$ cat config.mk
export PLATFORM = sky130hd
export DESIGN_NAME = ritc_phase_shift_controller
export DESIGN_NICKNAME = d
export VERILOG_FILES = /design/src/rtl/ritc_phase_shift_controller_pkg.sv /design/src/rtl/ritc_phase_shift_controller.sv
export SDC_FILE = /design/constraint.sdc
export NUM_CORES = 1
export LEC_CHECK = 0
export ABC_CLOCK_PERIOD_IN_PS = 3100
export CORE_MARGIN = 2
export CORE_UTILIZATION = 50
export DETAILED_ROUTE_END_ITERATION = 16
export GPL_ROUTABILITY_DRIVEN = 0
export HOLD_SLACK_MARGIN = 0.03
export PLACE_DENSITY = 0.81
export SLEW_MARGIN = 5
export SYNTH_ARGS = -nofsm -noshare
export SYNTH_HDL_FRONTEND = slang
export SYNTH_SLANG_ARGS = --single-unit
$ cat constraint.sdc
create_clock -name phase_control_clk -period 3.1 [get_ports phase_control_clk]
set_input_delay 0.93 -clock phase_control_clk [delete_from_list [all_inputs] [get_ports phase_control_clk]]
set_output_delay 0.93 -clock phase_control_clk [all_outputs]
set_load 0.05 [all_outputs]
$ cat src/rtl/ritc_phase_shift_controller_pkg.sv
// Shared definitions for the RITC MMCM phase-shift interface: control/status bit
// positions, controller state encoding and the wrapping position helper.
package ritc_phase_shift_controller_pkg;

   localparam int unsigned PSEN_BIT     = 0;
   localparam int unsigned PSINCDEC_BIT = 1;
   localparam int unsigned PSRST_BIT    = 7;
   localparam int unsigned PSDONE_BIT   = 0;

   typedef enum logic [1:0] {
      ST_IDLE = 2'd0,
      ST_STEP = 2'd1,
      ST_WAIT = 2'd2,
      ST_RST  = 2'd3
   } ps_state_t;

   // One fine-phase step with wrap inside 0..last.
   function automatic logic [15:0] wrap_step(input logic [15:0] pos,
                                             input logic        up,
                                             input logic [15:0] last);
      if (up) return (pos == last) ? 16'd0 : pos + 16'd1;
      else    return (pos == 16'd0) ? last : pos - 16'd1;
   endfunction

endpackage

$ cat src/rtl/ritc_phase_shift_controller.sv
// Sequences MMCM fine-phase steps (PSEN/PSINCDEC with PSDONE handshake) and MMCM
// resets, tracking the resulting phase position modulo one CLKOUT1 period.
module ritc_phase_shift_controller
   import ritc_phase_shift_controller_pkg::*;
#(
   parameter int unsigned POS_MODULO     = 672,
   parameter int unsigned TIMEOUT_CYCLES = 255,
   parameter int unsigned RST_HOLD       = 8
) (
   input  logic        phase_control_clk,
   input  logic        rst,
   input  logic        cmd_valid,
   output logic        cmd_ready,
   input  logic [15:0] cmd_steps,
   input  logic        cmd_reset,
   output logic        busy,
   output logic        done,
   output logic        error,
   output logic [15:0] position,
   output logic [7:0]  phase_control_in,
   input  logic [7:0]  phase_control_out
);

   localparam logic [15:0] POS_LAST = 16'(POS_MODULO - 1);
   localparam logic [15:0] TO_LAST  = 16'(TIMEOUT_CYCLES - 1);
   localparam logic [15:0] RST_LAST = 16'(RST_HOLD - 1);

   ps_state_t   r_state;
   logic [15:0] r_remaining;
   logic [15:0] r_timeout;
   logic [15:0] r_rst_cnt;
   logic        r_dir;
   logic        r_psen;
   logic        r_psincdec;
   logic        r_psrst;
   logic [15:0] r_position;
   logic        r_done;
   logic        r_error;
   logic        r_ready;
   logic        r_busy;

   logic        w_psdone;
   logic        w_dir_up;
   logic [15:0] w_mag;
   logic [7:0]  w_pci;

   assign w_psdone = phase_control_out[PSDONE_BIT];
   assign w_dir_up = ~cmd_steps[15];
   // Two's-complement negate: 16'h8000 maps to 32768 as an unsigned magnitude.
   assign w_mag    = cmd_steps[15] ? (~cmd_steps + 16'd1) : cmd_steps;

   always_ff @(posedge phase_control_clk) begin
      if (rst) begin
         r_state     <= ST_IDLE;
         r_remaining <= '0;
         r_timeout   <= '0;
         r_rst_cnt   <= '0;
         r_dir       <= 1'b0;
         r_psen      <= 1'b0;
         r_psincdec  <= 1'b0;
         r_psrst     <= 1'b0;
         r_position  <= '0;
         r_done      <= 1'b0;
         r_error     <= 1'b0;
         r_ready     <= 1'b1;
         r_busy      <= 1'b0;
      end else begin
         r_done  <= 1'b0;
         r_error <= 1'b0;
         case (r_state)
            ST_IDLE: begin
               if (cmd_valid) begin
                  if (cmd_reset) begin
                     r_state    <= ST_RST;
                     r_psrst    <= 1'b1;
                     r_rst_cnt  <= '0;
                     r_position <= '0;
                     r_ready    <= 1'b0;
                     r_busy     <= 1'b1;
                  end else if (cmd_steps == 16'd0) begin
                     r_done <= 1'b1;
                  end else begin
                     r_state     <= ST_STEP;
                     r_remaining <= w_mag;
                     r_dir       <= w_dir_up;
                     r_psen      <= 1'b1;
                     r_psincdec  <= w_dir_up;
                     r_ready     <= 1'b0;
                     r_busy      <= 1'b1;
                  end
               end
            end
            ST_STEP: begin
               r_state   <= ST_WAIT;
               r_psen    <= 1'b0;
               r_timeout <= '0;
            end
            ST_WAIT: begin
               if (w_psdone) begin
                  r_position  <= wrap_step(r_position, r_dir, POS_LAST);
                  r_remaining <= r_remaining - 16'd1;
                  r_timeout   <= '0;
                  if (r_remaining == 16'd1) begin
                     r_state <= ST_IDLE;
                     r_done  <= 1'b1;
                     r_ready <= 1'b1;
                     r_busy  <= 1'b0;
                  end else begin
                     r_state <= ST_STEP;
                     r_psen  <= 1'b1;
                  end
               end else if (r_timeout == TO_LAST) begin
                  // PSDONE never came: drop the rest, position keeps its last good value.
                  r_state     <= ST_IDLE;
                  r_error     <= 1'b1;
                  r_remaining <= '0;
                  r_timeout   <= '0;
                  r_ready     <= 1'b1;
                  r_busy      <= 1'b0;
               end else begin
                  r_timeout <= r_timeout + 16'd1;
               end
            end
            ST_RST: begin
               if (r_rst_cnt == RST_LAST) begin
                  r_state <= ST_IDLE;
                  r_psrst <= 1'b0;
                  r_done  <= 1'b1;
                  r_ready <= 1'b1;
                  r_busy  <= 1'b0;
               end else begin
                  r_rst_cnt <= r_rst_cnt + 16'd1;
               end
            end
            default: r_state <= ST_IDLE;
         endcase
      end
   end

   always_comb begin
      w_pci               = '0;
      w_pci[PSEN_BIT]     = r_psen;
      w_pci[PSINCDEC_BIT] = r_psincdec;
      w_pci[PSRST_BIT]    = r_psrst;
   end

   assign phase_control_in = w_pci;
   assign position         = r_position;
   assign done             = r_done;
   assign error            = r_error;
   assign cmd_ready        = r_ready;
   assign busy             = r_busy;

endmodule

## Yosys cells after proc, flatten, opt, wreduce, memory -nomap -nowiden

Index checks and enable logic that the tools add are counted.

| storage, ports and cells | value |
|---|---|
| register bits after elaboration | 73 |
| output and inout bits | 28 |
| logic and storage cells | 117 |

| cells by class | value |
|---|---|
| $add $sub $neg | 6 |
| equal/unequal tests | 18 |
| mux-type cells | 59 |
| bitwise logic cells | 5 |
| reductions and logical operators | 17 |

Operator list:

| cell | number |
|---|---|
| $mux 16 | 15 |
| $pmux 16 s2 | 4 |
| $add 16x1->16 const B | 4 |
| $logic_not 16->1 | 2 |
| $sub 16x1->16 const B | 2 |
| $mux 1 | 28 |
| $reduce_and 4->1 | 5 |
| $eq 16x1->1 const B | 1 |
| $eq 16x10->1 const B | 1 |
| $eq 16x3->1 const B | 1 |
| $eq 16x8->1 const B | 1 |
| $ne 2x2->1 const B | 8 |
| $not 16->16 | 1 |
| $mux 2 | 6 |
| $pmux 1 s3 | 4 |
| $reduce_and 6->1 | 2 |
| $ne 3x3->1 const B | 3 |
| $pmux 2 s4 | 1 |
| $reduce_bool 2->1 | 3 |
| $reduce_bool 3->1 | 2 |
| $reduce_and 5->1 | 1 |
| $eq 2x2->1 const B | 2 |
| $not 1->1 | 4 |
| $reduce_or 3->1 | 1 |
| other kinds (3) | 3 |

## Longest topological paths before layout

Gate-level depths: netlist of the first run.

| logic depth | value |
|---|---|
| depth in word-level cells | 7 |
| mapped depth | 10 |
| gate-level depth less buffers | 8 |

## Worst setup path after synthesis of the first run

Ideal clock, no wire load.

| path | value |
|---|---|
| path type | in2reg |
| start | input cmd_steps[5] |
| end | register r_ready, in the netlist cmd_ready |
| setup time | 120 ps |
| data arrival time | 2810 ps |
| data required time | 2980 ps |
| setup slack | 170 ps |
| stages on the path | 7 |
| buffers on the path | 1 |
| path through | or4_1 buf_2 or4_4 or3_4 o2111ai_4 nor3_1 o31a_1 |

| on the way | value |
|---|---|
| cells in the longest elaborated chain, start to end | 3 |

RTL lines:

| element | RTL line | RTL |
|---|---|---|
| from (decl) | ritc_phase_shift_controller.sv:14 | `input logic [15:0] cmd_steps,` |
| $logic_not 16->1 | ritc_phase_shift_controller.sv:80 | `end else if (cmd_steps == 16'd0) begin` |
| $ne 3x3->1 (no line) | - |  |
| $reduce_and 6->1 (no line) | - |  |
| to (signal assigned) | ritc_phase_shift_controller.sv:78 | `r_ready <= 1'b0;` |
| to (signal assigned) | ritc_phase_shift_controller.sv:88 | `r_ready <= 1'b0;` |
| to (signal assigned) | ritc_phase_shift_controller.sv:106 | `r_ready <= 1'b1;` |
| to (decl) | ritc_phase_shift_controller.sv:39 | `logic r_ready;` |

Every way passes these cells.
A chain may end at the register's enable or synchronous reset.

## Final worst setup path of the first run

| path | value |
|---|---|
| start | input cmd_steps[5] |
| end | register r_psen |

| on the way | value |
|---|---|
| cells in the longest elaborated chain, start to end | 3 |

RTL lines:

| element | RTL line | RTL |
|---|---|---|
| $logic_not 16->1 | ritc_phase_shift_controller.sv:80 |  |
| $ne 2x2->1 (no line) | - |  |
| $reduce_and 6->1 (no line) | - |  |
| to (signal assigned) | ritc_phase_shift_controller.sv:86 | `r_psen <= 1'b1;` |
| to (signal assigned) | ritc_phase_shift_controller.sv:95 | `r_psen <= 1'b0;` |
| to (signal assigned) | ritc_phase_shift_controller.sv:110 | `r_psen <= 1'b1;` |
| to (decl) | ritc_phase_shift_controller.sv:33 | `logic r_psen;` |

Every way passes these cells.

==> results.md, run 1 <==
- 3 — H-tree Lvls
- 0 — remaining antenna violation count
- r_remaining[6] — min-delay src
- 9 — number of buffers created by CTS
- 0.55 ns — CP peak stage delay
- 0.47 ns — setup slack of the most critical reg-to-reg path
- 0.00549 sq mm — placed inst area
- 19.7% — Layout area overhead
- 2 — worst hold path cell count
- sky130_fd_sc_hd__dfxtp_1, sky130_fd_sc_hd__nor2_1, sky130_fd_sc_hd__o21ai_0 — largest cells by area after synthesis
- 0 — final routed DRC violation total
- 0 — post_cts resized
- 845 um — met3 wirelength from detailed routing
- completed — outcome
- 30.7% — area share of the leading cell type in the synthesized netlist
- 35 — number of rows created at floorplan
- in2reg — worst setup path class
- 69 — number of distinct library cells after synthesis
- sky130_fd_sc_hd__dfxtp_1 — post-synth top area cell
- 0 — total setup violations reported at the end of the flow
- 0.00146 sq mm — register cell area after layout
- 0 — EDFF count, synth
- 35.6% — relative max-transition margin
- 800 — fill cell instance count of the final layout
- sky130_fd_sc_hd__or4_1 — slowest cell on the critical path
- 0 — number of hold-slack violations in the final timing report
- 808 — Post-Place Cells
- 46.5% — switching share of power
- 732 — final net count
- r_remaining[6] — terminating pin of the worst hold path
- 0.35 ns — clock insertion delay at the later pin of the skew report
- 0.00476 sq mm — netlist area before placement
- position[1] — source of the worst register-to-register timing path
- 30.7% — fraction of the yosys area taken by sequential cells
- 0 — post-CTS setup repair buffer count
- 3.37 ns — required time at the endpoint of the critical path
- sky130_fd_sc_hd__clkbuf_8 — buffer cell driving the clock tree root
- 4511 — via count of the first global-routing pass
- 0 ns — setup TNS
- 73 — number of storage elements in the synthesis netlist
- register — Critical Path End Type
- position[14] — Critical R2R Capture
- 0.0120 ns — final worst clock skew
- no — RSZ-0062 raised after global routing
- 51.5% — effective utilization at floorplan
- 0.00303 sq mm — area of the multi-input gates
- 0.08 ns — Reg clk slew, reported paths
- simple AND/OR/NAND/NOR gates — kind of cell adding the most delay to the critical path
- sky130_fd_sc_hd__dfxtp_1 — Main synth FF type
- clkdlybuf4s50_1 -> or4_1 -> or4_4 -> o41ai_1 -> buf_4 -> a221oi_1 -> a211oi_1 — Critical Path, Cell by Cell
- 3.23 ns — critical path arrival
- primary input — critical path launch point type
- done — CTS tree
- 7.53 sq um — syn avg cell area
- 95.5% — part of the cycle the worst path needs
- 824 — number of non-filler instances in the completed layout
- 0.00924 sq mm — area of the core
- 0 — Synthesis Warnings
- 0.958 ns — slew at the pin closest to its max-slew limit
- 338 MHz — max frequency
- 9260 um — DP HPWL
- met4 — highest metal layer with signal wires
- 0 — Final Max Tran Viols
- 4976 — detailed-route via count
- 61.7% — share of the core filled with cells in the final layout
- 0 — antenna violations before repair
- 0 — final global-route overflow total
- 56 — top-level port count
- 632 — cell count after synthesis
- 2120 uW — net switching power
- 6.04 — vias per std cell
- 2 — worst path buffer plus inverter count
- 0 — hold bufs inserted after CTS
- 102 um — y dimension of the die
- 2430 uW — cell internal power dissipation
- 31 — pin count of the biggest net entering global routing
- 5270 um — detailed-routing wirelength on met1
- 43 — number of input and output port buffers inserted
- 73 — number of sinks on the clock net
- 54.3% — share of power burned in combinational logic
- 20300 um — global-route wire length before repair
- 12500 um — total routed wirelength
- 0.000376 V — peak ir drop on the vdd network
- 8 — R2R depth
- 7 — Detailed Routing Iterations Pass 1
- 2.96 ns — fin crit period
- 0.00206 uW — leakage power of the design
- 0 — # Max-Cap Violations
- reg2reg — min-delay worst type
- 0.0103 sq mm — Die Area
- 2 — clk buf depth
- 4 — maximum fanout along the worst path
- 24.2% — total routing usage reported by global routing
- 0.467 ns — hold_ws
- 0.00570 sq mm — Layout Cell Area excl Fill
- 17.1% — Clk network pwr share
- 6100 um — amount of wire on met2 after detailed routing
- 102 um — width of the chip
- 0% — share of async-settable or async-resettable flops after synthesis
- 28.6% — part of the total power dissipated in sequential elements
- 331 — DRC marker count from the first detailed-route iteration
- 15.2 um — WL per Instance
- 0 — Diodes inserted
- 798 mW/mm^2 — cell area power density
- 10.2% — proportion of layout cells with a drive suffix above 1
==> stage by stage <==
stage | worst slack [ns] | power, uW
4_1_cts | 0.155 | 4510
3_5_place_dp | -0.214 | 3730
6_report | 0.139 | 4550
5_1_grt | 0.0985 | 4840
3_3_place_gp | -0.174 | 3650
2_1_floorplan | 0.170 | 3060
==> synth_stat cells, types with 6 or more instances <==
cell type / instances
sky130_fd_sc_hd__o22ai_1: 6
sky130_fd_sc_hd__dfxtp_1: 73
sky130_fd_sc_hd__and3_1: 6
sky130_fd_sc_hd__nand2_1: 52
sky130_fd_sc_hd__o21ai_0: 49
sky130_fd_sc_hd__o31ai_1: 8
sky130_fd_sc_hd__buf_4: 8
sky130_fd_sc_hd__a21oi_1: 35
sky130_fd_sc_hd__xnor2_1: 18
sky130_fd_sc_hd__clkbuf_1: 29
sky130_fd_sc_hd__nor2b_1: 7
sky130_fd_sc_hd__or2_2: 6
sky130_fd_sc_hd__nand3_1: 17
sky130_fd_sc_hd__a221oi_1: 6
sky130_fd_sc_hd__inv_1: 24
sky130_fd_sc_hd__ha_1: 14
sky130_fd_sc_hd__nand3b_1: 6
sky130_fd_sc_hd__nor2_1: 77
sky130_fd_sc_hd__nand4_1: 15
sky130_fd_sc_hd__nor3_1: 28
sky130_fd_sc_hd__xor2_1: 21
sky130_fd_sc_hd__or4_1: 7
sky130_fd_sc_hd__nor4_1: 21
sky130_fd_sc_hd__or3_1: 11
==> tightest hold or removal path, cell delays in order (launching register included) <==
cell	delay [ns]
sky130_fd_sc_hd__dfxtp_1	0.32
sky130_fd_sc_hd__nand2_1	0.06
sky130_fd_sc_hd__a21oi_1	0.05
==> layer usage <==
metal | vias up | global-route usage (%)
met5 | - | 0
met4 | 0 | 9.46
li1 | 2418 | -
met1 | 2304 | 29.7
met2 | 219 | 42.4
met3 | 35 | 3.59
==> cells in the final DEF (no fill, tap or decap), types with 6 or more instances in the layout <==
master                            instances
sky130_fd_sc_hd__nor2_1                  77
sky130_fd_sc_hd__dfxtp_1                 73
sky130_fd_sc_hd__nand2_1                 52
sky130_fd_sc_hd__o21ai_0                 49
sky130_fd_sc_hd__clkdlybuf4s50_1         43
sky130_fd_sc_hd__buf_4                   42
sky130_fd_sc_hd__a21oi_1                 35
sky130_fd_sc_hd__nor3_1                  28
sky130_fd_sc_hd__inv_1                   24
sky130_fd_sc_hd__xor2_1                  21
sky130_fd_sc_hd__nor4_1                  21
sky130_fd_sc_hd__xnor2_1                 18
sky130_fd_sc_hd__nand3_1                 17
sky130_fd_sc_hd__nand4_1                 15
sky130_fd_sc_hd__ha_1                    14
sky130_fd_sc_hd__or3_1                   11
sky130_fd_sc_hd__clkbuf_8                11
sky130_fd_sc_hd__o31ai_1                  8
sky130_fd_sc_hd__or4_1                    7
sky130_fd_sc_hd__nor2b_1                  7
sky130_fd_sc_hd__nand3b_1                 6
sky130_fd_sc_hd__and3_1                   6
sky130_fd_sc_hd__a221oi_1                 6
sky130_fd_sc_hd__o22ai_1                  6
sky130_fd_sc_hd__or2_2                    6
==> worst max-delay path by stage <==
| stage | startpoint | to | slack (ns) | cells past startpoint |
|---|---|---|---|---|
| after floorplan | cmd_steps[5] | cmd_ready | 0.17 | 7 |
| after global placement | cmd_steps[5] | cmd_ready | -0.17 | 7 |
| after detailed placement | cmd_steps[5] | cmd_ready | -0.21 | 7 |
| after CTS | cmd_steps[5] | r_psen | 0.16 | 7 |
| after global routing | cmd_steps[5] | cmd_ready | 0.1 | 7 |
| final | cmd_steps[5] | r_psen | 0.14 | 7 |
==> cell type report <==
class                           count  share of cell area [%]
Multi-Input combinational cell    497                    53.2
Sequential cell                    73                    25.7
Timing Repair Buffer               85                    13.1
Tap cell                          129                    2.83
Clock buffer                       12                    2.72
Inverter                           24                    1.58
Clock inverter                      4                   0.901
==> registers in the layout, indices dropped and copies added, names as in the netlist <==
name and count:
r_rst_cnt 16, r_psrst 1, r_state 2, busy 1, error 1, r_remaining 16
r_timeout 16, r_psincdec 1, done 1, r_psen 1, cmd_ready 1, position 16
==> power by group through the flow <==
stage | Clock [uW] | Combinational, uW | Sequential, uW
after floorplan | 0 | 1670 | 1380
after global placement | 0 | 2350 | 1300
after detailed placement | 0 | 2420 | 1310
after CTS | 789 | 2430 | 1290
after global routing | 829 | 2680 | 1330
final | 780 | 2470 | 1300
==> cell families (layout without fill, tap and decap cells) <==
kind of cell,Yosys count,after routing,synth area share (%)
buffers and inverters,66,125,5.91
xor gates and xnor gates,39,39,7.18
other,1,5,0.0788
adders and majority gates,14,14,3.68
muxes,4,4,0.868
AOI/OAI and AO/OA,158,158,21.7
and+or+nand+nor,277,277,29.9
DFF,73,73,30.7
(Power assumes the default switching activity.)
==> inputs of run 2 (changes only) <==
--- a/config.mk
+++ b/config.mk
@@ -6,7 +6,6 @@
 export NUM_CORES = 1
 export LEC_CHECK = 0
 export ABC_CLOCK_PERIOD_IN_PS = 3100
-export CORE_MARGIN = 2
 export CORE_UTILIZATION = 50
 export DETAILED_ROUTE_END_ITERATION = 16
 export GPL_ROUTABILITY_DRIVEN = 0
==> constraint.sdc (replaced) <==
create_clock -name phase_control_clk -period 3.1 [get_ports phase_control_clk]
set_input_delay 0.93 -clock phase_control_clk [delete_from_list [all_inputs] [get_ports phase_control_clk]]
set_output_delay 0.93 -clock phase_control_clk [all_outputs]
set_load 0.005 [all_outputs]
==> results.md, run 2 (synthesis gave the netlist of run 1 again) <==
- 0 — post-CTS setup repair buffer count, unchanged
- 12600 um — total routed wirelength, +0.51%
- 51.5% — effective utilization at floorplan, unchanged
- 73 — number of sinks on the clock net, unchanged
- 0 — post_cts resized, unchanged
- sky130_fd_sc_hd__or4_1 — slowest cell on the critical path
- 0 ns — setup TNS, unchanged
- 15.3 um — WL per Instance, +0.63%
- clkdlybuf4s50_1 -> or4_1 -> or4_4 -> or3_4 -> o2111ai_4 -> nor3_1 -> o31a_1 — Critical Path, Cell by Cell
- 3.27 ns — critical path arrival, +0.04 ns
- 4390 uW — Pwr Total, -3.4%
- 9 — number of buffers created by CTS, unchanged
- 0.56 ns — CP peak stage delay, about the same
- 35 — number of rows created at floorplan, unchanged
- reg2reg — min-delay worst type
- 43 — number of input and output port buffers inserted, unchanged
- 25.9% — total routing usage reported by global routing, +1.7 points
- 5 — maximum fanout along the worst path, +1
- 0.00924 sq mm — area of the core, unchanged
- 97.8% — part of the cycle the worst path needs, +2.3 points
- register — Critical Path End Type
- 99.6 um — width of the chip, -2.0%
- 5 — Detailed Routing Iterations Pass 1, -2
- done — CTS tree
- sky130_fd_sc_hd__nor2_1, sky130_fd_sc_hd__dfxtp_1, sky130_fd_sc_hd__nand2_1 — most used cells in the layout excluding fill and tap cells
- 0.00206 uW — leakage power of the design, -0.11%
- 0 — # Max-Cap Violations, unchanged
- 771 mW/mm^2 — cell area power density, -3.4%
- 0 — remaining antenna violation count, unchanged
- primary input — critical path launch point type
- 0.982 ns — slew at the pin closest to its max-slew limit, +0.0248 ns
- 30 — pin count of the biggest net entering global routing, -3.2%
- 33.6% — relative max-transition margin, -2.0 points
- 0 — total setup violations reported at the end of the flow, unchanged
- 832 um — met3 wirelength from detailed routing, -1.5%
- -0.263 ns — Post-Place Setup Slack, -0.0498 ns
- 6.08 — vias per std cell, +0.73%
- 8 — R2R depth, unchanged
- 0.000427 V — peak ir drop on the vdd network, +14%
- 0.38 ns — setup slack of the most critical reg-to-reg path, -0.09 ns
- 0.08 ns — Reg clk slew, reported paths, about the same
- 0 — final global-route overflow total, unchanged
- 316 — DRC marker count from the first detailed-route iteration, -4.5%
- 0.00569 sq mm — Layout Cell Area excl Fill, about the same
- r_remaining[6] — min-delay src
- 10.1% — proportion of layout cells with a drive suffix above 1, -0.13 points
- 0 — Diodes inserted, unchanged
- in2reg — worst setup path class
- 3.34 ns — required time at the endpoint of the critical path, -0.03 ns
- sky130_fd_sc_hd__nor2_1 — leading cell type in the layout, fill and taps excluded
- 5006 — detailed-route via count, +0.60%
- 0.36 ns — clock insertion delay at the later pin of the skew report, about the same
- 2 — clk buf depth, unchanged
- 330 MHz — max frequency, -2.3%
- 19.6% — Layout area overhead, about the same
- sky130_fd_sc_hd__clkbuf_8 — buffer cell driving the clock tree root
- 0.00991 sq mm — Die Area, -3.9%
- 6100 um — amount of wire on met2 after detailed routing, about the same
- 3 — H-tree Lvls, unchanged
- simple AND/OR/NAND/NOR gates — kind of cell adding the most delay to the critical path
- position[1] — source of the worst register-to-register timing path
- completed — outcome
- 56 — top-level port count, unchanged
- 841 — fill cell instance count of the final layout, +5.1%
- 731 — final net count, -0.14%
- 0 — Final Max Tran Viols, unchanged
- 0 — number of hold-slack violations in the final timing report, unchanged
- 0.00548 sq mm — placed inst area, -0.14%
- 0 — final routed DRC violation total, unchanged
- 4667 — via count of the first global-routing pass, +3.5%
- 1 — worst path buffer plus inverter count, -1
- 99.6 um — y dimension of the die, -2.0%
- 0 — hold bufs inserted after CTS, unchanged
- position[14] — Critical R2R Capture
- met4 — highest metal layer with signal wires
- 0 — antenna violations before repair, unchanged
- 0.464 ns — hold_ws, -0.00318 ns
- 20900 um — global-route wire length before repair, +2.7%
- 2 — worst hold path cell count, unchanged
- 5380 um — detailed-routing wirelength on met1, +2.1%
- r_remaining[6] — terminating pin of the worst hold path
- no — RSZ-0062 raised after global routing
- 3.03 ns — fin crit period, +0.0709 ns
- 9300 um — DP HPWL, +0.45%
- 0.0150 ns — final worst clock skew, +0.00304 ns
- 0.0682 ns — setup slack after layout, -0.0709 ns
==> run 2: worst max path at each step <==
stage / start / endpoint / slack, ns / cells past startpoint
6_report: cmd_steps[4] / cmd_ready / 0.07 / 7
5_1_grt: cmd_steps[4] / cmd_ready / 0.05 / 7
4_1_cts: cmd_steps[4] / cmd_ready / 0.10 / 7
3_5_place_dp: cmd_steps[4] / cmd_ready / -0.26 / 7
3_3_place_gp: cmd_steps[5] / cmd_ready / -0.18 / 7
2_1_floorplan: cmd_steps[5] / cmd_ready / 0.17 / 7
==> run 2: through the flow <==
stage,util (%),std cells
5_1_grt,61.6,823
2_1_floorplan,-,636
6_report,61.6,823
3_3_place_gp,59.3,807
4_1_cts,61.6,823
3_5_place_dp,59.3,807
==> run 2: final cells by class <==
| type | count | area, sq um | share of cell area (%) |
|---|---|---|---|
| clock inverter | 6 | 82.6 | 1.45 |
| tap | 129 | 161 | 2.84 |
| timing repair buffer | 84 | 738 | 13.0 |
| multi-input combinational | 497 | 3030 | 53.3 |
| sequential | 73 | 1460 | 25.7 |
| inverter | 24 | 90.1 | 1.58 |
| clock buffer | 10 | 128 | 2.24 |
==> run 2: metal layers <==
layer	global-route usage, %	up-vias
met4	12.3	0
met5	0	-
met1	31.0	2360
met3	4.78	33
li1	-	2413
met2	44.7	200
==> run 2: power by group <==
group | leakage, uW | internal, uW | switching (uW)
logic | 0.00136 | 914 | 1350
registers | 0.000593 | 1100 | 214
clock network | 0.000106 | 449 | 370
total | 0.00206 | 2460 | 1930
==> run 2: worst register-to-register path: cells and delay by family, from the launching register on <==
family / cells / cell delay, ns
AO/OA/AOI/OAI: 3 / 0.37
flip-flops: 1 / 0.43
AND/OR/NAND/NOR: 3 / 1.41
adder cells (fa/ha/maj): 1 / 0.23
buffers and inverters: 1 / 0.17
